===== src/rtl/cpu_pkg.sv =====
// Shared CPU definitions: default register-file geometry and the register
// address type used by the datapath, plus a small parameter helper.
//   WIDTH_DEF  : default data width
//   NREGS_DEF  : default register count
//   reg_addr_t : register address for the default geometry
package cpu_pkg;

  localparam int WIDTH_DEF = 16;
  localparam int NREGS_DEF = 4;
  localparam int AW_DEF    = $clog2(NREGS_DEF);

  typedef logic [AW_DEF-1:0] reg_addr_t;

  function automatic bit is_pow2(input int n);
    return (n > 0) && ((n & (n - 1)) == 0);
  endfunction

endpackage


===== src/rtl/regfile_scoreboard_if.sv =====
// Bus between the CPU issue/writeback logic and the register file.
//   master : drives read addresses, writeback and issue requests
//   slave  : returns read data, stall and the busy vector
interface regfile_scoreboard_if
  import cpu_pkg::*;
#(
  parameter int WIDTH = WIDTH_DEF,
  parameter int NREGS = NREGS_DEF
);
  localparam int AW = $clog2(NREGS);

  logic [AW-1:0]    rr1;
  logic [AW-1:0]    rr2;
  logic [WIDTH-1:0] rd1;
  logic [WIDTH-1:0] rd2;
  logic             regwrite;
  logic [AW-1:0]    wr;
  logic [WIDTH-1:0] wd;
  logic             issue;
  logic [AW-1:0]    issue_rd;
  logic             stall;
  logic [NREGS-1:0] busy;

  modport master (
    output rr1, rr2, regwrite, wr, wd, issue, issue_rd,
    input  rd1, rd2, stall, busy
  );

  modport slave (
    input  rr1, rr2, regwrite, wr, wd, issue, issue_rd,
    output rd1, rd2, stall, busy
  );

endinterface


===== src/rtl/reg_en.sv =====
// WIDTH-bit register with write enable and asynchronous active-low clear.
//   clock, reset_n : clock and async clear
//   en, d          : load d on the rising edge when en is high
//   q              : register contents
module reg_en #(
  parameter int WIDTH = 16
) (
  input  logic             clock,
  input  logic             reset_n,
  input  logic             en,
  input  logic [WIDTH-1:0] d,
  output logic [WIDTH-1:0] q
);

  always_ff @(posedge clock or negedge reset_n) begin
    if (!reset_n) begin
      q <= '0;
    end else if (en) begin
      q <= d;
    end
  end

endmodule


===== src/rtl/regfile_scoreboard.sv =====
// Two-read / one-write register file with write-through bypass and an
// optional busy scoreboard that stalls issues with pending hazards.
//   clock, reset_n : clock and async active-low reset
//   bus (slave)    : rr1/rr2 -> rd1/rd2 combinational reads,
//                    regwrite/wr/wd writeback,
//                    issue/issue_rd request -> stall, busy vector
// Register 0 is hardwired to zero and is never marked busy.
module regfile_scoreboard
  import cpu_pkg::*;
#(
  parameter int WIDTH      = WIDTH_DEF,
  parameter int NREGS      = NREGS_DEF,
  parameter bit SCOREBOARD = 1'b1
) (
  input  logic                 clock,
  input  logic                 reset_n,
  regfile_scoreboard_if.slave  bus
);

  localparam int AW = $clog2(NREGS);

  if (NREGS < 2 || !is_pow2(NREGS)) begin : g_bad_nregs
    $error("regfile_scoreboard: NREGS must be a power of two >= 2");
  end

  logic [WIDTH-1:0] regs [NREGS];
  logic             wr_valid;

  assign wr_valid = bus.regwrite && (bus.wr != '0);
  assign regs[0]  = '0;

  for (genvar i = 1; i < NREGS; i++) begin : g_reg
    reg_en #(.WIDTH(WIDTH)) u_reg (
      .clock   (clock),
      .reset_n (reset_n),
      .en      (wr_valid && (bus.wr == AW'(i))),
      .d       (bus.wd),
      .q       (regs[i])
    );
  end

  // Write-through bypass so a consumer can pick up a result in the same
  // cycle it is written back, even while reset holds the array clear.
  assign bus.rd1 = (wr_valid && (bus.wr == bus.rr1)) ? bus.wd : regs[bus.rr1];
  assign bus.rd2 = (wr_valid && (bus.wr == bus.rr2)) ? bus.wd : regs[bus.rr2];

  if (SCOREBOARD) begin : g_sb
    logic [NREGS-1:0] busy_q;
    logic [NREGS-1:0] busy_d;
    logic [NREGS-1:0] clr_mask;
    logic [NREGS-1:0] set_mask;
    logic [NREGS-1:0] ebusy;
    logic             stall_int;

    // Bit 0 of both masks stays 0, so r0 never becomes busy and never stalls.
    always_comb begin
      clr_mask = '0;
      set_mask = '0;
      for (int i = 1; i < NREGS; i++) begin
        clr_mask[i] = bus.regwrite && (bus.wr == AW'(i));
        set_mask[i] = bus.issue && (bus.issue_rd == AW'(i));
      end
    end

    // A writeback in this cycle already resolves its hazard.
    assign ebusy = busy_q & ~clr_mask;

    assign stall_int = bus.issue &&
                       (ebusy[bus.rr1] || ebusy[bus.rr2] || ebusy[bus.issue_rd]);

    // Set is ORed after the clear so a new producer owns the register.
    assign busy_d = ebusy | (set_mask & {NREGS{~stall_int}});

    always_ff @(posedge clock or negedge reset_n) begin
      if (!reset_n) begin
        busy_q <= '0;
      end else begin
        busy_q <= busy_d;
      end
    end

    assign bus.busy  = busy_q;
    assign bus.stall = stall_int;
  end else begin : g_plain
    assign bus.busy  = '0;
    assign bus.stall = 1'b0;
  end

endmodule

===== src/flat_wrapper.sv =====
// flat-port wrapper written by rule: the top's interface ports become plain ports
module regfile_scoreboard_flat import cpu_pkg::*;
#(
  parameter int WIDTH      = WIDTH_DEF,
  parameter int NREGS      = NREGS_DEF,
  parameter bit SCOREBOARD = 1'b1
)
  (clock, reset_n, bus_rr1, bus_rr2, bus_regwrite, bus_wr, bus_wd, bus_issue, bus_issue_rd, bus_rd1, bus_rd2, bus_stall, bus_busy);
  regfile_scoreboard_if #(.WIDTH(WIDTH), .NREGS(NREGS)) bus_i ();
  input  logic clock;
  input  logic reset_n;
  input wire logic [$bits(bus_i.rr1)-1:0] bus_rr1;
  input wire logic [$bits(bus_i.rr2)-1:0] bus_rr2;
  input wire logic [$bits(bus_i.regwrite)-1:0] bus_regwrite;
  input wire logic [$bits(bus_i.wr)-1:0] bus_wr;
  input wire logic [$bits(bus_i.wd)-1:0] bus_wd;
  input wire logic [$bits(bus_i.issue)-1:0] bus_issue;
  input wire logic [$bits(bus_i.issue_rd)-1:0] bus_issue_rd;
  output wire logic [$bits(bus_i.rd1)-1:0] bus_rd1;
  output wire logic [$bits(bus_i.rd2)-1:0] bus_rd2;
  output wire logic [$bits(bus_i.stall)-1:0] bus_stall;
  output wire logic [$bits(bus_i.busy)-1:0] bus_busy;
  assign bus_i.rr1 = bus_rr1;
  assign bus_i.rr2 = bus_rr2;
  assign bus_i.regwrite = bus_regwrite;
  assign bus_i.wr = bus_wr;
  assign bus_i.wd = bus_wd;
  assign bus_i.issue = bus_issue;
  assign bus_i.issue_rd = bus_issue_rd;
  assign bus_rd1 = bus_i.rd1;
  assign bus_rd2 = bus_i.rd2;
  assign bus_stall = bus_i.stall;
  assign bus_busy = bus_i.busy;
  regfile_scoreboard #(.WIDTH(WIDTH), .NREGS(NREGS), .SCOREBOARD(SCOREBOARD)) u_core (.clock(clock), .reset_n(reset_n), .bus(bus_i));
endmodule

===== config.mk =====
export PLATFORM = sky130hd
export DESIGN_NAME = regfile_scoreboard_flat
export DESIGN_NICKNAME = d
export VERILOG_FILES = /design/src/rtl/cpu_pkg.sv /design/src/rtl/regfile_scoreboard_if.sv /design/src/rtl/reg_en.sv /design/src/rtl/regfile_scoreboard.sv /design/src/flat_wrapper.sv
export SDC_FILE = /design/constraint.sdc
export NUM_CORES = 1
export LEC_CHECK = 0
export ABC_AREA = 0
export CORE_ASPECT_RATIO = 1.25
export CORE_MARGIN = 2
export CORE_UTILIZATION = 45
export CTS_CLUSTER_SIZE = 28
export DETAILED_ROUTE_END_ITERATION = 10
export DONT_BUFFER_PORTS = 1
export MAX_ROUTING_LAYER = met4
export PLACE_DENSITY = 0.56
export SLEW_MARGIN = 20
export SYNTH_ARGS = -nofsm -noshare
export SYNTH_HDL_FRONTEND = slang
export SYNTH_SLANG_ARGS = --single-unit
export TNS_END_PERCENT = 20

===== constraint.sdc =====
create_clock -name clock -period 2.2 [get_ports clock]
set_input_delay 0.44 -clock clock [delete_from_list [all_inputs] [get_ports clock]]
set_output_delay 0.44 -clock clock [all_outputs]
set_load 0.01 [all_outputs]

==> tab_implementation.tex <==
\begin{tabular}{lr}
\hline
Metric & Value \\
\hline
\multicolumn{2}{l}{\textbf{Clocking}} \\
\quad Htree depth & 2 \\
\quad Clock sink count & 51 \\
\quad Post-CTS Resized & 0 \\
\quad Later-pin clock latency in the skew report & 0.29 ns \\
\quad Maximum clock insertion buffer count & 2 \\
\quad Cell at the root of the clock tree & clkbuf\_8 \\
\quad Clock slew seen by the registers of the worst setup and hold paths & 0.09 ns \\
\quad \# hold bufs at CTS & 2 \\
\quad \# Post-CTS Setup Buffers & 0 \\
\quad CTS buffer count & 5 \\
\quad CTS tree & yes \\
\multicolumn{2}{l}{\textbf{Route}} \\
\quad Total via count after detailed routing & 2,038 \\
\quad Aggregate routed wire length & 7.53 mm \\
\quad Vias per std cell & 5.96 \\
\quad Iter 0 DRT Violations & 151 \\
\quad Average routed wire per standard cell & 22.0 microns \\
\quad First-pass DRT Iterations & 4 \\
\quad DRC violations left & 0 \\
\quad Number of antenna-violating nets in the routed design & 0 \\
\multicolumn{2}{l}{\textbf{Pwr}} \\
\quad Static power due to leakage & 1.45 nW \\
\quad Power density of the placed cells & 762 nW/um\^{}2 \\
\quad IR Drop Worst-Case VDD & 436 uV \\
\quad Total design power & 2.61 mW \\
\multicolumn{2}{l}{\textbf{Setup path}} \\
\quad Required time at the worst-slack endpoint & 1.76 ns \\
\quad Setup crit end kind & output pin \\
\quad Worst path arrival time & 1.64 ns \\
\quad R2R depth & 4 \\
\quad Endpoint of the worst-slack reg-to-reg timing path & u\_core.bus.busy[2]\$\_DFF\_PN0\_ \\
\quad Crit path kind & register to output pin \\
\quad Critical path peak fanout & 5 \\
\quad Flop2flop setup slack & 0.78 ns \\
\quad Worst flop-to-flop path startpoint & u\_core.bus.busy[3]\$\_DFF\_PN0\_ \\
\quad Worst setup SP type & register \\
\multicolumn{2}{l}{\textbf{Place}} \\
\quad Pre-CTS setup slack & 0.154 ns \\
\quad Final GP Congestion & 0.717 \\
\quad Placed inst area & 3280 sq um \\
\quad Port-buffer cells & 0 \\
\quad Cell total after placement & 332 \\
\quad Post-DP HPWL & 4.89 mm \\
\multicolumn{2}{l}{\textbf{Die}} \\
\quad DIE AREA & 7820 sq um \\
\quad Initial core utilization & 46.2\% \\
\quad Core Box Area & 6930 sq um \\
\quad Height of the die & 98.4 microns \\
\quad Horizontal die dimension & 79.5 microns \\
\quad Row cnt & 34 \\
\quad Ports placed on the boundary & 65 \\
\multicolumn{2}{l}{\textbf{STA}} \\
\quad Clock tree skew after final layout & 0.0000232 ns \\
\quad Worst hold slack across all endpoints & 0.219 ns \\
\quad Min Clock Period, post-route & 2.08 ns \\
\quad Least setup slack across all paths after layout & 0.117 ns \\
\quad Max Clk Rate & 480 MHz \\
\quad Setup Viol. Count Final & 0 \\
\quad Hold violation count in the final report & 0 \\
\quad Final worst path period share & 94.7\% \\
\quad Total Negative Setup Slacks & 0 ns \\
\quad Max-slew violation count & 0 \\
\quad RSZ-0062 raised after global routing & false \\
\multicolumn{2}{l}{\textbf{Cells and area}} \\
\quad Fraction of final layout cells with drive strength greater than 1 & 54.0\% \\
\quad Area taken by multi-input logic gates & 1800 sq um \\
\quad Diode count & 0 \\
\quad Filler cells & 653 \\
\quad Final instance count without filler cells & 342 \\
\quad Final standard cell area without fillers & 3420 sq um \\
\quad Final Util & 49.4\% \\
\quad Combined flip-flop and latch cell area & 1280 sq um \\
\quad Area grow syn2layout & 6.71\% \\
\quad Final Net Count & 279 \\
\multicolumn{2}{l}{\textbf{Logic synthesis}} \\
\quad Sequential-to-total area share from yosys stat & 39.8\% \\
\quad Number of flip-flops and latches in the synthesized netlist & 51 \\
\quad Most instantiated cells after synthesis & 112 x mux2\_2, 51 x dfrtp\_1, 30 x a22o\_1 \\
\quad Post-synth top flop & dfrtp\_1 \\
\quad Warnings from Yosys & 0 \\
\quad Gate count of the mapped netlist & 252 \\
\quad Mapped Area & 3210 sq um \\
\quad Share of synthesized flip-flops with an asynchronous set or reset & 100\% \\
\quad Ranking of synthesized cells by area & dfrtp\_1 40\%, mux2\_2 39\%, a22o\_1 8.2\% \\
\quad Area share of the leading cell type in the synthesized netlist & 39.8\% \\
\quad Most common cell in the netlist & mux2\_2 \\
\quad Unique masters post-synth & 28 \\
\quad Library cell occupying the most area in the post-synthesis netlist & dfrtp\_1 \\
\quad Number of enable-type register cells in the synthesized netlist & 0 \\
\quad Average cell area after synthesis & 12.7 sq um \\
\quad Number of nets produced by synthesis & 280 \\
\multicolumn{2}{l}{\textbf{Status}} \\
\quad Outcome & complete, no violations \\
\multicolumn{2}{l}{\textbf{Global routing}} \\
\quad Number of antenna violations at the first check in global routing & 0 \\
\quad Leftover overflow at the end of global routing & 0 \\
\quad Vias in the first global route & 2,161 \\
\quad GRT Resource Usage Total & 20.6\% \\
\quad First-pass GRT wire length & 11.9 mm \\
\quad Pin count of the biggest net entering global routing & 52 \\
\multicolumn{2}{l}{\textbf{Hold path}} \\
\quad Worst hold path depth & 1 \\
\quad Worst Hold Launch & bus\_issue\_rd[0] \\
\quad Classification of the worst-slack hold path & input port to register \\
\quad End point of the worst hold path & u\_core.bus.busy[2]\$\_DFF\_PN0\_ \\
\multicolumn{2}{l}{\textbf{Flow run}} \\
\quad \# Max-Cap Violations & 0 \\
\hline
\end{tabular}
==> how the worst max path moves through the flow <==
| stage | from | end | slack (ns) | cells past startpoint |
|---|---|---|---|---|
| final | u_core.bus.busy[3]$_DFF_PN0_ | bus_stall | 0.12 | 4 |
| after global routing | bus_rr1[0] | bus_rd1[5] | 0.04 | 5 |
| after CTS | u_core.bus.busy[3]$_DFF_PN0_ | bus_stall | 0.11 | 4 |
| after detailed placement | bus_rr2[0] | bus_rd2[14] | 0.15 | 5 |
| after global placement | bus_rr1[0] | bus_rd1[15] | 0.15 | 5 |
| after floorplan | bus_wr[0] | bus_rd2[10] | 0.13 | 6 |
==> routing by layer <==
layer | vias to the layer above | wire [microns] | GRT usage [%]
met2 | 50 | 3680 | 33.4
li1 | 955 | - | -
met5 | - | 0 | -
met4 | 0 | 97 | 5.04
met3 | 10 | 341 | 3.88
met1 | 1023 | 3400 | 26.5
==> power by group <==
group	leakage [nW]	switching (mW)	total, mW	internal [mW]
logic	0.798	0.294	0.743	0.448
registers	0.605	0.148	1.27	1.12
clock network	0.0505	0.311	0.597	0.287
total	1.45	0.753	2.61	1.85
==> critical path, stage by stage, from the launching register on <==
cell and delay (ns):
dfrtp_1 0.47, mux2i_1 0.16, a31oi_1 0.07, a221o_1 0.42, o21a_1 0.23
==> logic make-up (layout without fill, tap and decap cells) <==
group / after synthesis / in the layout / synth area share (%)
other cells: 1 / 1 / 0.117
compound gates: 43 / 43 / 11.5
simple gates: 21 / 21 / 3.94
mux: 114 / 114 / 40.0
flops: 51 / 51 / 39.8
buf+inv: 20 / 20 / 3.94
xor+xnor: 2 / 2 / 0.781
==> area by class of cell <==
class	count	area share, %
repair buffers	12	3.66
flip-flops and latches	51	37.3
clock buffers	7	2.82
well taps	90	3.29
multi-input cells	181	52.7
clock inverters	1	0.219
==> flip-flops by register name (all words and copies together), names as in the netlist <==
signal	flops
u_core.bus.busy	3
u_core.g.u_reg.q	48
==> cells in the final DEF, fill, tap and decap left out <==
cell and count:
mux2_2 112, dfrtp_1 51, a22o_1 30, buf_4 9, nand2_1 8, clkbuf_8 7, nor2b_1 5, a32o_1 3
o21ai_0 3, nand2_2 2, nand3_1 2, mux2i_1 2, a31oi_1 2, xnor2_2 1, xnor2_1 1, nand3b_1 1
nand4b_1 1, nand4_1 1, nand3b_4 1, o311a_1 1, a221o_1 1, o21a_1 1, o31ai_2 1, a22oi_1 1
conb_1 1, clkinvlp_4 1, buf_16 1, dlygate4sd3_1 1, buf_12 1
(Power assumes the default switching activity.)
